[config.mk]
export PLATFORM = sky130hd
export DESIGN_NAME = digits_to_score_flat
export DESIGN_NICKNAME = d
export VERILOG_FILES = /design/src/rtl/digits_to_score_if.sv /design/src/rtl/digits_to_score.sv /design/src/flat_wrapper.sv
export SDC_FILE = /design/constraint.sdc
export NUM_CORES = 1
export LEC_CHECK = 0
export BUFFER_PORTS_ARGS = -buffer_cell sky130_fd_sc_hd__buf_4
export CAP_MARGIN = 20
export CORE_ASPECT_RATIO = 2
export CORE_MARGIN = 2
export CORE_UTILIZATION = 55
export CTS_CLUSTER_SIZE = 24
export DETAILED_ROUTE_END_ITERATION = 8
export PLACE_DENSITY_LB_ADDON = 0.2
export SLEW_MARGIN = 30
export SYNTH_ARGS = -nofsm -noshare
export SYNTH_HDL_FRONTEND = slang
export SYNTH_SLANG_ARGS = --single-unit
[constraint.sdc]
create_clock -name clk -period 3.65 [get_ports clk]
set_input_delay 0.9125 -clock clk [delete_from_list [all_inputs] [get_ports clk]]
set_output_delay 0.9125 -clock clk [all_outputs]
set_load 0.005 [all_outputs]
[src/rtl/digits_to_score_if.sv]
// Handshake and data bundle between the game logic and the BCD-to-binary score converter.
// The master drives start and the seven BCD digits; the converter answers with busy/done/score/err.
interface digits_to_score_if;
    logic        start;
    logic [3:0]  d6;
    logic [3:0]  d5;
    logic [3:0]  d4;
    logic [3:0]  d3;
    logic [3:0]  d2;
    logic [3:0]  d1;
    logic [3:0]  d0;
    logic        busy;
    logic        done;
    logic [19:0] score;
    logic        err;

    modport master (
        output start, d6, d5, d4, d3, d2, d1, d0,
        input  busy, done, score, err
    );

    modport slave (
        input  start, d6, d5, d4, d3, d2, d1, d0,
        output busy, done, score, err
    );
endinterface

[src/rtl/digits_to_score.sv]
// Iterative 7-digit BCD to 20-bit binary converter: one digit per clock, multiply-accumulate by 10,
// constant 8-clock latency from accept to a one-cycle done pulse.
module digits_to_score (
    input  logic             clk,
    input  logic             rst_n,
    digits_to_score_if.slave bus
);
    typedef enum logic [1:0] {IDLE, CONV, FIN} state_t;

    localparam logic [23:0] SCORE_MAX = 24'd1000000;

    state_t      state;
    logic [27:0] dig;
    logic [23:0] acc;
    logic [2:0]  cnt;
    logic        bad;
    logic        busy;
    logic        done;
    logic [19:0] score;
    logic        err;
    logic [3:0]  cur;
    logic        fin_err;

    // acc*10 + digit without a multiplier; 24 bits cannot overflow even with seven 4'hF digits.
    function automatic logic [23:0] mac10(input logic [23:0] a, input logic [3:0] d);
        mac10 = (a << 3) + (a << 1) + {20'd0, d};
    endfunction

    function automatic logic out_of_range(input logic [23:0] a);
        out_of_range = (a > SCORE_MAX);
    endfunction

    assign cur     = dig[27:24];
    assign fin_err = bad | out_of_range(acc);

    always_ff @(posedge clk or negedge rst_n) begin
        if (!rst_n) begin
            state <= IDLE;
            dig   <= '0;
            acc   <= '0;
            cnt   <= '0;
            bad   <= 1'b0;
            busy  <= 1'b0;
            done  <= 1'b0;
            score <= '0;
            err   <= 1'b0;
        end else begin
            case (state)
                IDLE: begin
                    done <= 1'b0;
                    if (bus.start) begin
                        dig   <= {bus.d6, bus.d5, bus.d4, bus.d3, bus.d2, bus.d1, bus.d0};
                        acc   <= '0;
                        cnt   <= '0;
                        bad   <= 1'b0;
                        busy  <= 1'b1;
                        state <= CONV;
                    end
                end
                CONV: begin
                    acc <= mac10(acc, cur);
                    bad <= bad | (cur > 4'd9);
                    dig <= {dig[23:0], 4'd0};
                    cnt <= cnt + 3'd1;
                    if (cnt == 3'd6) begin
                        state <= FIN;
                    end
                end
                FIN: begin
                    err   <= fin_err;
                    score <= fin_err ? 20'd0 : acc[19:0];
                    done  <= 1'b1;
                    busy  <= 1'b0;
                    state <= IDLE;
                end
                default: begin
                    busy  <= 1'b0;
                    done  <= 1'b0;
                    state <= IDLE;
                end
            endcase
        end
    end

    assign bus.busy  = busy;
    assign bus.done  = done;
    assign bus.score = score;
    assign bus.err   = err;
endmodule

[src/flat_wrapper.sv]
// flat-port wrapper written by rule: the top's interface ports become plain ports
module digits_to_score_flat 
  (clk, rst_n, bus_start, bus_d6, bus_d5, bus_d4, bus_d3, bus_d2, bus_d1, bus_d0, bus_busy, bus_done, bus_score, bus_err);
  digits_to_score_if bus_i ();
  input  logic clk;
  input  logic rst_n;
  input wire logic [$bits(bus_i.start)-1:0] bus_start;
  input wire logic [$bits(bus_i.d6)-1:0] bus_d6;
  input wire logic [$bits(bus_i.d5)-1:0] bus_d5;
  input wire logic [$bits(bus_i.d4)-1:0] bus_d4;
  input wire logic [$bits(bus_i.d3)-1:0] bus_d3;
  input wire logic [$bits(bus_i.d2)-1:0] bus_d2;
  input wire logic [$bits(bus_i.d1)-1:0] bus_d1;
  input wire logic [$bits(bus_i.d0)-1:0] bus_d0;
  output wire logic [$bits(bus_i.busy)-1:0] bus_busy;
  output wire logic [$bits(bus_i.done)-1:0] bus_done;
  output wire logic [$bits(bus_i.score)-1:0] bus_score;
  output wire logic [$bits(bus_i.err)-1:0] bus_err;
  assign bus_i.start = bus_start;
  assign bus_i.d6 = bus_d6;
  assign bus_i.d5 = bus_d5;
  assign bus_i.d4 = bus_d4;
  assign bus_i.d3 = bus_d3;
  assign bus_i.d2 = bus_d2;
  assign bus_i.d1 = bus_d1;
  assign bus_i.d0 = bus_d0;
  assign bus_busy = bus_i.busy;
  assign bus_done = bus_i.done;
  assign bus_score = bus_i.score;
  assign bus_err = bus_i.err;
  digits_to_score u_core (.clk(clk), .rst_n(rst_n), .bus(bus_i));
endmodule
==> flow_summary_export.csv <==
group,metric,value,unit
logic_synthesis,synthCells,454,
hold_path,holdPathEnd,"u_core.bus.done$_DFFE_PN0N_",
sta,setup_viol,0,
sta,fmax,0.2993,GHz
clocking,numCtsBuffers,9,
hold_path,min_path_type,"reg2reg",
clocking,cts_tree,"done",
drt,first_pass_iters,5,
die,io_pins,54,
critical_path,start_kind,"register",
logic_synthesis,ys_ff_latch,81,
drt,drt_iter0_drc,288,
layout,syn_to_final_growth,16.41,%
outcome,status,"complete, no violations",
critical_path,worst-r2r-cell-count,11,
sta,worst_hold_slack,0.4826,ns
clocking,postCtsHoldBufs,0,
sta,min_period,3.341,ns
logic_synthesis,postSynthAreaPerCell,10.08,um^2
run,cap_violations,0,
logic_synthesis,synth.most_common_cell,"dfrtp_1",
drt,avgViaCountPerCell,6.196,
logic_synthesis,yosys-top-cells-count,"dfrtp_1 (81), nand2_1 (56), o21ai_0 (47), ha_1 (44), clkbuf_1 (21)",
layout,drive_above_1_share,19.60,%
placement,dpl.hpwl,7577,um
drt,via_count,3736,
drt,drt_wl_total,10650,um
die,die_w,68.49,um
critical_path,worst_setup_path_end_kind,"register",
drt,detail-route-antenna-nets,0,
die,initial_core_util,55.96,%
clocking,clkSlewWorstSetupHoldPaths,0.06,ns
logic_synthesis,synth_fp_nets,531,
logic_synthesis,synth_ff_type,"dfrtp_1",
global_route,grt_max_degree,82,
placement,place_congestion,0.9603,
critical_path,cp.required,3.86,ns
layout,num-nets-final,578,
sta,maxSlewViolCount,0,
critical_path,r2r_setup_slack,0.31,ns
clocking,ctsLongestPathBuffers,2,
logic_synthesis,ys_seq_area_share,44.31,%
logic_synthesis,syn-cell-area,0.004574,mm^2
power_and_ir_drop,power_density,1029,mW/mm^2
layout,antenna_cells,0,
sta,worst_pin_slew,0.7309,ns
critical_path,path_class,"reg2reg",
sta,fin_crit_sh,91.54,%
die,die_h,133.0,um
drt,drcViolationCount,0,
global_route,grt_pass1_vias,3700,
clocking,post_cts_buffers,0,
critical_path,reg2reg_to,"u_core.acc[18]$_DFFE_PN0P_",
sta,finalSetupTns,0,ns
die,floorplan.die_area,0.009106,mm^2
global_route,gr-total-overflow,0,
power_and_ir_drop,p_leak,2.545,nW
critical_path,crit_fanout,5,
critical_path,cpMaxStageDelayCell,"fa_1",
critical_path,path_delay_family,"compound AO/OA/AOI/OAI gates",
sta,hold_viol_final,0,
placement,port_buffers,53,
clocking,clkLatencyLatePin,0.33,ns
logic_synthesis,synth-async-reset-ratio,100.0,%
sta,relSlewSlack,51.28,%
global_route,grt.total_usage,25.59,%
sta,finClkSkew,0.003358,ns
logic_synthesis,yosys-top-cells-area,"dfrtp_1 (44%), ha_1 (12%), o21ai_0 (5.1%)",
die,num_rows,47,
clocking,cts_root_buffer,"clkbuf_16",
critical_path,crit_path_max_incr_delay,0.53,ns
logic_synthesis,synth_cell_types,50,
die,core_area,0.008174,mm^2
critical_path,path_buf_inv,2,
clocking,clock_sink_count,81,
drt,wl_per_cell,17.67,um
global_route,antenna_found_initial,0,
logic_synthesis,yosysTopAreaCellShare,44.31,%
hold_path,whs_path_depth,2,
power_and_ir_drop,vdd_drop_max,433.1,uV
critical_path,rr_startpoint,"u_core.acc[0]$_DFFE_PN0P_",
sta,grt_setup_unrepaired,"no",
clocking,htreeDepth,3,
critical_path,cp_cell_sequence,"inv_1 > fa_1 > inv_1 > fa_1 > a211oi_1 > nor2_1 > o31ai_2 > o21ai_1 > a311oi_2 > xor2_1 > o21ai_0",
critical_path,worst_ep_arrival_time,3.55,ns
logic_synthesis,synth_largest_area_cell,"dfrtp_1",
logic_synthesis,yosysWarnings,0,
global_route,grt_pass1_wl,17830,um
clocking,post_cts_resized,0,
logic_synthesis,synth-edff-count,0,
hold_path,min-delay-start,"u_core.bus.done$_DFFE_PN0N_",
[flip-flops by register name, summed over array words and instances, names as in the netlist]
register,flops
u_core.dig,28
u_core.bus.score,20
u_core.bus.err,1
u_core.state,2
u_core.acc,24
u_core.bad,1
u_core.bus.done,1
u_core.bus.busy,1
u_core.cnt,3
[power breakdown]
part	total, mW	switching (mW)	internal [mW]
clock	0.814	0.341	0.473
sequential	1.54	0.299	1.24
combinational	3.13	1.77	1.36
total	5.48	2.41	3.07
[layout make-up]
cell class / instances / area (um^2)
clock buffers: 12 / 246.5
clock inverters: 3 / 17.52
fillers: 700 / 2849
inverters: 11 / 41.29
multi-input cells: 337 / 2409
flip-flops and latches: 81 / 2027
well taps: 98 / 122.6
repair buffers: 61 / 461.7
[logic make-up (layout without fill, tap and decap cells)]
group | Yosys count | after routing | share of synthesized area, %
adders and majority gates | 46 | 46 | 12.91
muxes | 2 | 2 | 0.4377
AOI/OAI and AO/OA | 160 | 160 | 24.48
DFF | 81 | 81 | 44.31
xor gates and xnor gates | 14 | 14 | 2.680
and+or+nand+nor | 115 | 115 | 11.90
buffers and inverters | 36 | 87 | 3.282
[worst max path at each step]
| stage | startpoint | to | slack (ns) | depth (start not counted) |
|---|---|---|---|---|
| 2_1_floorplan | u_core.acc[0]$_DFFE_PN0P_ | u_core.acc[18]$_DFFE_PN0P_ | 0.72 | 11 |
| 3_3_place_gp | u_core.acc[0]$_DFFE_PN0P_ | u_core.acc[18]$_DFFE_PN0P_ | 0.47 | 11 |
| 3_5_place_dp | u_core.acc[0]$_DFFE_PN0P_ | u_core.acc[18]$_DFFE_PN0P_ | 0.37 | 11 |
| 4_1_cts | u_core.acc[0]$_DFFE_PN0P_ | u_core.acc[18]$_DFFE_PN0P_ | 0.32 | 11 |
| 5_1_grt | u_core.acc[0]$_DFFE_PN0P_ | u_core.acc[18]$_DFFE_PN0P_ | 0.06 | 11 |
| 6_report | u_core.acc[0]$_DFFE_PN0P_ | u_core.acc[18]$_DFFE_PN0P_ | 0.31 | 11 |
[worst register-to-register path: cells and delay by family (launching register included)]
family / cells / cell delay [ns]
AO/OA/AOI/OAI: 5 / 1.31
XOR/XNOR: 1 / 0.17
adder cells (fa/ha/maj): 2 / 1.02
buffers and inverters: 2 / 0.16
flip-flops: 1 / 0.43
AND/OR/NAND/NOR: 1 / 0.12
[cells in the final DEF (no fill, tap or decap), types with 5 or more instances in the layout]
master / netlist / final
a22o_2: 19 / 19
clkbuf_16: 0 / 9
a22oi_1: 19 / 19
a21o_1: 8 / 8
buf_4: 0 / 60
a21oi_1: 18 / 18
o21a_1: 6 / 6
ha_1: 44 / 44
nor2_1: 13 / 13
nand3_1: 7 / 7
nand2_1: 56 / 56
o21ai_0: 47 / 47
nor3b_1: 5 / 5
dfrtp_1: 81 / 81
xor2_1: 10 / 10
nor3_1: 8 / 8
a22o_1: 11 / 11
nand2b_1: 5 / 5
inv_1: 11 / 11
nand4_1: 5 / 5
[metal layers]
layer	up-vias	global-route usage [%]	wire [um]
met5	-	0	0
met4	0	11.00	320
met3	27	4.677	368
met2	96	43.16	5827
met1	1837	30.63	4135
li1	1776	-	-
[metrics by stage]
| step | cell area, um^2 | util [%] | worst slack [ns] | std cells | power [mW] |
|---|---|---|---|---|---|
| after floorplan | 4574 | - | 0.7232 | 454 | 3.838 |
| after global placement | 5057 | 61.87 | 0.4720 | 588 | 4.529 |
| after detailed placement | 5061 | 61.92 | 0.3730 | 588 | 4.636 |
| after CTS | 5325 | 65.15 | 0.3195 | 603 | 5.478 |
| after global routing | 5325 | 65.15 | 0.06243 | 603 | 5.961 |
| final | 5325 | 65.15 | 0.3086 | 603 | 5.479 |
Note: power is estimated with default switching activity, not from simulation.
